==> src/rtl/search_pkg.sv <==
// Shared types and widths for the lookup_bit search pipeline.
package search_pkg;
    localparam int CLUSTER_N = 36;
    localparam int STAGE_N   = 8;
    localparam int KEY_W     = 72;
    localparam int ADDR_W    = 9;
    localparam int STAGE_W   = 3;

    typedef enum logic {
        IDLE,
        RD_WAIT
    } state_e;

    function automatic logic [STAGE_N-1:0] stage_onehot(input logic [STAGE_W-1:0] stage);
        return STAGE_N'(1) << stage;
    endfunction
endpackage

==> src/rtl/upd_starve_cnt.sv <==
// Counts consecutive key grants while an update waits; raises force_upd at the limit.
module upd_starve_cnt #(
    parameter int MAX_RUN = 16
) (
    input  logic clk,
    input  logic reset,
    input  logic upd_valid,
    input  logic key_grant,
    input  logic upd_grant,
    output logic force_upd
);
    localparam int CW = $clog2(MAX_RUN + 1);

    logic [CW-1:0] run_cnt_q, run_cnt_d;

    assign force_upd = (run_cnt_q == CW'(MAX_RUN));

    always_comb begin
        run_cnt_d = run_cnt_q;
        if (!upd_valid || upd_grant)
            run_cnt_d = '0;
        else if (key_grant && !force_upd)
            run_cnt_d = run_cnt_q + 1'b1;
    end

    always_ff @(posedge clk) begin
        if (reset) run_cnt_q <= '0;
        else       run_cnt_q <= run_cnt_d;
    end
endmodule

==> src/rtl/lookup_update_arbiter.sv <==
// Arbitrates the shared lookup_bit RAM port between the key stream and rule-update commands.
// Keys win unless an update has been starved for MAX_KEY_RUN grants; reads wait for return or timeout.
module lookup_update_arbiter
    import search_pkg::*;
#(
    parameter int CLUSTER_N   = search_pkg::CLUSTER_N,
    parameter int MAX_KEY_RUN = 16,
    parameter int RD_TIMEOUT  = 15
) (
    input  logic                              clk,
    input  logic                              reset,
    input  logic                              key_in_valid,
    input  logic [search_pkg::KEY_W-1:0]      key_in,
    output logic                              key_ready,
    input  logic                              upd_valid,
    input  logic                              upd_rd,
    input  logic [search_pkg::STAGE_W-1:0]    upd_stage,
    input  logic [search_pkg::ADDR_W-1:0]     upd_addr,
    input  logic [CLUSTER_N-1:0]              upd_data,
    output logic                              upd_ready,
    output logic                              lu_key_valid,
    output logic [search_pkg::KEY_W-1:0]      lu_key,
    output logic [search_pkg::STAGE_N-1:0]    set_valid,
    output logic [search_pkg::STAGE_N-1:0]    read_valid,
    output logic [search_pkg::ADDR_W-1:0]     addr,
    output logic [CLUSTER_N-1:0]              set_data,
    input  logic [search_pkg::STAGE_N-1:0]    data_out_valid,
    input  logic [search_pkg::STAGE_N*CLUSTER_N-1:0] data_out,
    output logic                              rd_resp_valid,
    output logic [CLUSTER_N-1:0]              rd_resp_data,
    output logic                              rd_resp_err
);
    state_e               state_q, state_d;
    logic [3:0]           to_cnt_q, to_cnt_d;
    logic [STAGE_W-1:0]   rd_stage_q, rd_stage_d;
    logic                 lu_key_valid_q, lu_key_valid_d;
    logic [KEY_W-1:0]     lu_key_q, lu_key_d;
    logic [STAGE_N-1:0]   set_valid_q, set_valid_d;
    logic [STAGE_N-1:0]   read_valid_q, read_valid_d;
    logic [ADDR_W-1:0]    addr_q, addr_d;
    logic [CLUSTER_N-1:0] set_data_q, set_data_d;

    logic                 force_upd;
    logic                 upd_grant, key_grant, wr_grant, rd_grant;
    logic                 rd_hit, rd_to;
    logic [CLUSTER_N-1:0] rd_slice;

    assign rd_slice = data_out[rd_stage_q*CLUSTER_N +: CLUSTER_N];

    upd_starve_cnt #(.MAX_RUN(MAX_KEY_RUN)) u_starve (
        .clk       (clk),
        .reset     (reset),
        .upd_valid (upd_valid),
        .key_grant (key_grant),
        .upd_grant (upd_grant),
        .force_upd (force_upd)
    );

    // Grant logic is combinational; it is forced quiet while reset is held.
    always_comb begin
        upd_grant = 1'b0;
        key_ready = 1'b0;
        if (!reset) begin
            if (state_q == IDLE) begin
                upd_grant = upd_valid && (!key_in_valid || force_upd);
                key_ready = !upd_grant;
            end else begin
                key_ready = key_in_valid;
            end
        end
        upd_ready = upd_grant;
        key_grant = key_in_valid && key_ready;
        wr_grant  = upd_grant && !upd_rd;
        rd_grant  = upd_grant && upd_rd;
    end

    // Read completion: a matching return beats a coincident timeout.
    always_comb begin
        rd_hit        = !reset && (state_q == RD_WAIT) && data_out_valid[rd_stage_q];
        rd_to         = !reset && (state_q == RD_WAIT) && (to_cnt_q == 4'(RD_TIMEOUT));
        rd_resp_valid = rd_hit || rd_to;
        rd_resp_err   = rd_to && !rd_hit;
        rd_resp_data  = rd_hit ? rd_slice : '0;
    end

    always_comb begin
        state_d    = state_q;
        to_cnt_d   = to_cnt_q;
        rd_stage_d = rd_stage_q;
        case (state_q)
            IDLE: begin
                if (rd_grant) begin
                    state_d    = RD_WAIT;
                    to_cnt_d   = '0;
                    rd_stage_d = upd_stage;
                end
            end
            RD_WAIT: begin
                if (rd_hit || rd_to) state_d  = IDLE;
                else                 to_cnt_d = to_cnt_q + 1'b1;
            end
            default: state_d = IDLE;
        endcase
    end

    always_comb begin
        lu_key_valid_d = key_grant;
        lu_key_d       = key_grant ? key_in : lu_key_q;
        set_valid_d    = wr_grant ? stage_onehot(upd_stage) : '0;
        read_valid_d   = rd_grant ? stage_onehot(upd_stage) : '0;
        addr_d         = upd_grant ? upd_addr : addr_q;
        set_data_d     = wr_grant ? upd_data : set_data_q;
    end

    always_ff @(posedge clk) begin
        if (reset) begin
            state_q        <= IDLE;
            to_cnt_q       <= '0;
            rd_stage_q     <= '0;
            lu_key_valid_q <= 1'b0;
            lu_key_q       <= '0;
            set_valid_q    <= '0;
            read_valid_q   <= '0;
            addr_q         <= '0;
            set_data_q     <= '0;
        end else begin
            state_q        <= state_d;
            to_cnt_q       <= to_cnt_d;
            rd_stage_q     <= rd_stage_d;
            lu_key_valid_q <= lu_key_valid_d;
            lu_key_q       <= lu_key_d;
            set_valid_q    <= set_valid_d;
            read_valid_q   <= read_valid_d;
            addr_q         <= addr_d;
            set_data_q     <= set_data_d;
        end
    end

    assign lu_key_valid = lu_key_valid_q;
    assign lu_key       = lu_key_q;
    assign set_valid    = set_valid_q;
    assign read_valid   = read_valid_q;
    assign addr         = addr_q;
    assign set_data     = set_data_q;
endmodule
==> config.mk <==
export PLATFORM = sky130hd
export DESIGN_NAME = lookup_update_arbiter
export DESIGN_NICKNAME = d
export VERILOG_FILES = /design/src/rtl/search_pkg.sv /design/src/rtl/upd_starve_cnt.sv /design/src/rtl/lookup_update_arbiter.sv
export SDC_FILE = /design/constraint.sdc
export NUM_CORES = 1
export LEC_CHECK = 0
export CAP_MARGIN = 10
export CORE_AREA = 2 2 231 233
export CTS_CLUSTER_SIZE = 40
export DETAILED_ROUTE_END_ITERATION = 16
export DIE_AREA = 0 0 233 235
export PLACE_DENSITY = 0.54
export SLEW_MARGIN = 20
export SYNTH_ARGS = -nofsm -noshare
export SYNTH_HDL_FRONTEND = slang
export SYNTH_SLANG_ARGS = --single-unit
==> constraint.sdc <==
create_clock -name clk -period 2.54 [get_ports clk]
set_input_delay 0.254 -clock clk [delete_from_list [all_inputs] [get_ports clk]]
set_output_delay 0.254 -clock clk [all_outputs]
set_load 0.01 [all_outputs]
* Yosys cells after proc, flatten, opt, wreduce, memory -nomap -nowiden
Cells that the tools add are included.
** Word-level totals
- Bits in registers :: 147
- Input port bits :: 421
- Output and inout bits :: 174
- Word-level logic and storage cells :: 60
** Cells by class
- Add/subtract/negate cells :: 2
- $mul :: 1
- Magnitude comparators :: 1
- Equality and inequality tests :: 4
- Shift operators :: 2
- Mux-type cells :: 13
- Bitwise operators :: 3
- Reductions and logical operators :: 24
** Operators with widths (number)
- indexed part select 288 x 10 -> 36 bit :: 1
- 2-to-1 mux 36 bit :: 1
- logical AND 1 bit :: 9
- 2-to-1 mux 4 bit :: 2
- case mux 4 bit (2 select lines) :: 1
- left shift 1 x 3 -> 8 bit (first input constant) :: 1
- zero test 1 bit :: 7
- multiplier 3 x 4 -> 7 bit (second input constant) :: 1
- 2-to-1 mux 1 bit :: 7
- OR reduction 2 bit :: 3
- adder 5 x 1 -> 5 bit (second input constant) :: 1
- equality test 5 bit (second input constant) :: 1
- adder 4 x 1 -> 4 bit (second input constant) :: 1
- equality test 4 bit (second input constant) :: 1
- less-than comparator 3 x 4 -> 1 bit (second input constant) :: 1
- != test 2 bit (second input constant) :: 2
- AND reduction 2 bit :: 2
- binary-select mux 1 bit (select 3 bit) :: 1
- logical OR 1 bit :: 3
- NOT 1 bit :: 3
- case mux 1 bit (2 select lines) :: 1

* Depth between registers and ports, before layout
- Word-level depth :: 8
- Mapped depth :: 9
- Depth with buffers taken out :: 7

* By module
A second synthesis with hierarchy kept.
** Second synthesis, totals
- Cells, all modules :: 784
- Area total of the unflattened synthesis :: 7667.4 µm²
** By module, submodules not included
- lookup_update_arbiter :: instances 1, cells an instance 756, area each 7403.4 µm², sequential area each 2842.7 µm²
- upd_starve_cnt :: instances 1, cells an instance 28, area each 264.0 µm², sequential area each 100.1 µm²

* Worst setup path after synthesis
No wires, ideal clock.
- Path type :: register -> output
- From :: register u_starve.run_cnt_q[0]
- To :: output port key_ready
- Data arrival time :: 1670 ps
- Data required time :: 2286 ps
- Setup slack :: 616 ps
- Cell stages (with the launch flop) :: 7
- Buffers on the path :: 0
- Path through :: dfxtp_1 -> inv_1 -> ha_1 -> nand4bb_4 -> a21oi_1 -> a21oi_1 -> a21boi_0
** Between the ends
- Word-level cells in the longest chain between the ends :: 6
** RTL lines
- start, declared :: RTL line upd_starve_cnt.sv:14 : logic [CW-1:0] run_cnt_q, run_cnt_d;
- start signal, assigned :: RTL line upd_starve_cnt.sv:28 : else run_cnt_q <= run_cnt_d;
- equality test 5 bit :: RTL line upd_starve_cnt.sv:16 : assign force_upd = (run_cnt_q == CW'(MAX_RUN));
- logical OR 1 bit :: RTL line lookup_update_arbiter.sv:65 : upd_grant = upd_valid && (!key_in_valid || force_upd);
- logical AND 1 bit :: RTL line lookup_update_arbiter.sv:65
- zero test 1 bit :: RTL line lookup_update_arbiter.sv:66 : key_ready = !upd_grant;
- 2-to-1 mux 1 bit :: RTL line lookup_update_arbiter.sv:64 : if (state_q == IDLE) begin
- 2-to-1 mux 1 bit :: RTL line lookup_update_arbiter.sv:63 : if (!reset) begin
- end, declared :: RTL line lookup_update_arbiter.sv:14 : output logic key_ready,
Every way passes these cells.

* Worst setup path in the final report
- From :: register rd_stage_q[0]
- To :: output port rd_resp_data[25]
** Between the ends
- Word-level cells in the longest chain between the ends :: 4
- Elaborated cells between the ends (all ways) :: 6
- Classes of those cells :: mul: 1; shift: 1; mux: 3; reduce/logical: 1
** RTL lines
- start, declared :: RTL line lookup_update_arbiter.sv:35 : logic [STAGE_W-1:0] rd_stage_q, rd_stage_d;
- start signal, assigned :: RTL line lookup_update_arbiter.sv:129 : rd_stage_q <= rd_stage_d;
- parallel branches: the longest is 3 deep, another holds multiplier 3 x 4 -> 7 bit
- 2-to-1 mux 36 bit (*) :: RTL line lookup_update_arbiter.sv:83 : rd_resp_data = rd_hit ? rd_slice : '0;
- end, declared :: RTL line lookup_update_arbiter.sv:30 : output logic [CLUSTER_N-1:0] rd_resp_data,
Every way passes the cells marked *. The select of a mux whose other input is x is not followed.

==> impl_metrics.csv <==
group,metric,value,unit
run_status,status,"finished, violations left",
run_status,violations,"setup timing",
clock_tree,clk_pin_slew,60,ps
die,die-width,233,µm
timing,finalHoldViolCount,0,
clock_tree,clk_latency,460,ps
grt,grt_pass1_vias,8928,
synth,yosys_most_used_dff,"dfxtp_1",
clock_tree,cts_tree,"built",
synth,synth_fp_nets,1214,
synth,yosysTopAreaCell,"dfxtp_1",
setup_path,cp_cell_sequence,"buf_12, buf_12, buf_16, buf_12, buf_12, mux4_2, mux2i_2, nor2_1, buf_2",
final_layout,area_growth_syn_to_layout,105.1,%
routing,wl_met3,3.985,mm
final_layout,instances_no_fill,2126,
routing,vias,8618,
synth,postSynthCellCount,790,
timing,drv_slew,0,
routing,drt_pass1_iterations,4,
power_and_ir_drop,swShare,0.2683,
setup_path,critPathArrivalTime,2320,ps
die,io_pins,595,
synth,seq_area_frac_synth,0.3820,
routing,ant_nets,0,
die,core_area,0.05224,mm²
job,cap_violations,0,
grt,grtUsageTotal,0.1591,
power_and_ir_drop,p_switching,1.773,mW
synth,ys_top_cells_by_count,"dfxtp_1, nand2_1, nand2b_1, o21ai_0, mux4_2",
placement,place_inst,2050,
timing,period_minus_slack,2570,ps
synth,yosys_warnings,0,
synth,synth.most_common_cell,"dfxtp_1",
routing,viasPerCell,4.054,
grt,antenna_found_initial,25,
die,rows,84,
routing,routed_wl,46.15,mm
routing,drc,0,
synth,synth-edff-count,0,
final_layout,n_fill_cell,5432,
timing,finalSetupTns,-71.38,ps
timing,fin_crit_sh,1.012,
final_layout,drive_above_1_share,0.1816,
synth,synth_area_leaders,"dfxtp_1, mux4_2, nand2b_1",
timing,skew,20.65,ps
power_and_ir_drop,seqPwrFrac,0.376,
routing,drtIter0Drc,363,
clock_tree,cts.sinks,147,
synth,yosysUniqueCellTypes,41,
routing,wl_met1,14.99,mm
placement,dp.final_hpwl,36.82,mm
power_and_ir_drop,p_comb_frac,0.256,
grt,overflow,0,
setup_path,cp_common_cell,"buf_12",
die,die_area,0.05476,mm²
timing,worst_slack,-29.62,ps
synth,yosysTopAreaCellShare,0.3820,
clock_tree,numCtsBuffers,17,
setup_path,path_buf_inv,6,
timing,setup_viol,3,
power_and_ir_drop,p_int,4.835,mW
setup_path,cpLargestDelayFamily,"buffers and inverters",
worst_hold_path,hold_path_class,"input port to register",
synth,syn_area_per_cell,9.751,µm²
synth,syn_area,0.007704,mm²
die,start_util,0.1475,
clock_tree,clock-root-buffer,"clkbuf_16",
power_and_ir_drop,leakage,5.530,nW
setup_path,endpoint_kind,"output port",
placement,io_buffers,594,
routing,top_layer_used,"met5",
synth,ys_ff_latch,147,
setup_path,criticalPathCategory,"register to output port",
die,die_y,235,µm
setup_path,cp.required,2290,ps
grt,grt_pass1_wl,62.47,mm
timing,worstMarginPinSlew,667.5,ps
timing,max-slew-margin-rel,0.5550,
power_and_ir_drop,pwr-share-clk,0.368,
routing,wl_met2,24.65,mm
timing,fin_hold_ws,327.5,ps
synth,async_flop_share,0,
final_layout,layout.nets,1837,
final_layout,design_area,0.01580,mm²
grt,grt_max_degree,77,
placement,placed_area,0.01470,mm²
power_and_ir_drop,peakVddDrop,0.0002487,V
power_and_ir_drop,power_density,418.2,mW/mm²
clock_tree,htreeDepth,4,
setup_path,worstPathMaxFanout,5,
clock_tree,cts_buffer_depth,2,
setup_path,start_kind,"register",
setup_path,cp_slowest_cell,"mux4_2",
placement,gp_congestion,0.9161,
timing,rsz0062_at_grt,"yes",
timing,fmax,0.3892,GHz
routing,wl_per_cell,21.71,µm
setup_path,slowest_delay,490,ps
==> worst min-delay path, delay by kind of cell <==
family        cells  cell delay, ps
buf+inv           1             170
mux               1             120
simple gates      2             190
==> power groups by stage <==
| stage | Combinational, mW | Clock (mW) | Sequential [mW] |
|---|---|---|---|
| floorplan | 0.436 | 0 | 2.58 |
| detailed placement | 1.60 | 0 | 2.54 |
| CTS | 1.69 | 2.55 | 2.48 |
| finish | 1.69 | 2.43 | 2.48 |
| global route | 1.79 | 2.62 | 2.50 |
| global placement | 1.60 | 0 | 2.53 |
==> sequential cells by signal, indices dropped and copies added (netlist names), 3 cells and up <==
name / count
set_data: 36
to_cnt_q: 4
addr: 9
lu_key: 72
u_starve.run_cnt_q: 5
set_valid: 8
read_valid: 8
rd_stage_q: 3
==> worst paths after layout <==
kind | cells past startpoint | end | from | slack (ps)
worst min register to register | 2 | set_data[3] | set_data[3] | 460
worst min-delay path | 4 | u_starve.run_cnt_q[1] | reset | 330
worst max-delay path | 9 | rd_resp_data[25] | rd_stage_q[0] | -30
worst max register to register | 9 | to_cnt_q[1] | u_starve.run_cnt_q[0] | 310
==> per-layer routing <==
| metal | vias to the layer above | track usage |
|---|---|---|
| li1 | 4053 | - |
| met3 | 82 | 0.05012 |
| met5 | - | 0 |
| met2 | 410 | 0.3016 |
| met1 | 4061 | 0.1503 |
| met4 | 12 | 0.08473 |
==> metrics by stage <==
stage          utilization  setup slack [ps]  total power, mW
2_1_floorplan            -             615.9            3.016
3_3_place_gp        0.2814             81.40            4.136
3_5_place_dp        0.2814             52.47            4.140
4_1_cts             0.2983            -109.4            6.715
5_1_grt             0.3024            -128.8            6.911
6_report            0.3024            -29.62            6.607
==> cells by family (layout without fill, tap and decap cells) <==
family / count (synthesis) / in the layout / synth area share
adders and majority gates: 3 / 3 / 0.004873
DFF: 147 / 147 / 0.3820
other: 0 / 12 / 0
buffers and inverters: 74 / 710 / 0.04369
and+or+nand+nor: 312 / 312 / 0.2016
AOI/OAI and AO/OA: 137 / 137 / 0.09940
muxes: 114 / 114 / 0.2651
xor gates and xnor gates: 3 / 3 / 0.003411
==> timing repair <==
action,in CTS,in global routing
gates cloned,5,3
hold buffers,0,0
endpoints found under the setup margin,40,39
setup buffers,19,6
resized for setup,174,30
pin swaps,2,4
==> final cells by class <==
class	instances	area [µm²]	area share
multi-input cells	569	4584	0.2902
well taps	688	860.8	0.05449
clock inverters	14	118.9	0.007524
flip-flops and latches	147	2952	0.1868
repair buffers	670	6783	0.4294
inverters	8	30.03	0.001901
clock buffers	18	439.2	0.02780
diodes	12	30.03	0.001901
==> placed cells by master (no fill, tap or decap), types with 3 or more instances in the layout <==
cell and count:
a21oi_1 6, a22o_1 9, buf_12 19, buf_16 6, buf_2 33, buf_4 44
buf_6 7, clkbuf_16 20, clkdlybuf4s50_1 553, clkinv_4 3, dfxtp_1 144, diode_2 12
ha_1 3, inv_1 8, inv_6 7, mux2i_1 27, mux2i_2 14, mux4_2 72
nand2_1 117, nand2b_1 111, nand3_1 5, nand3b_1 4, nand4_1 4, nor2_1 37
nor2_2 9, nor2_4 3, nor3_1 9, nor4_1 3, o21ai_0 103, o21ai_1 9
xor2_1 3
(Power assumes the default switching activity.)
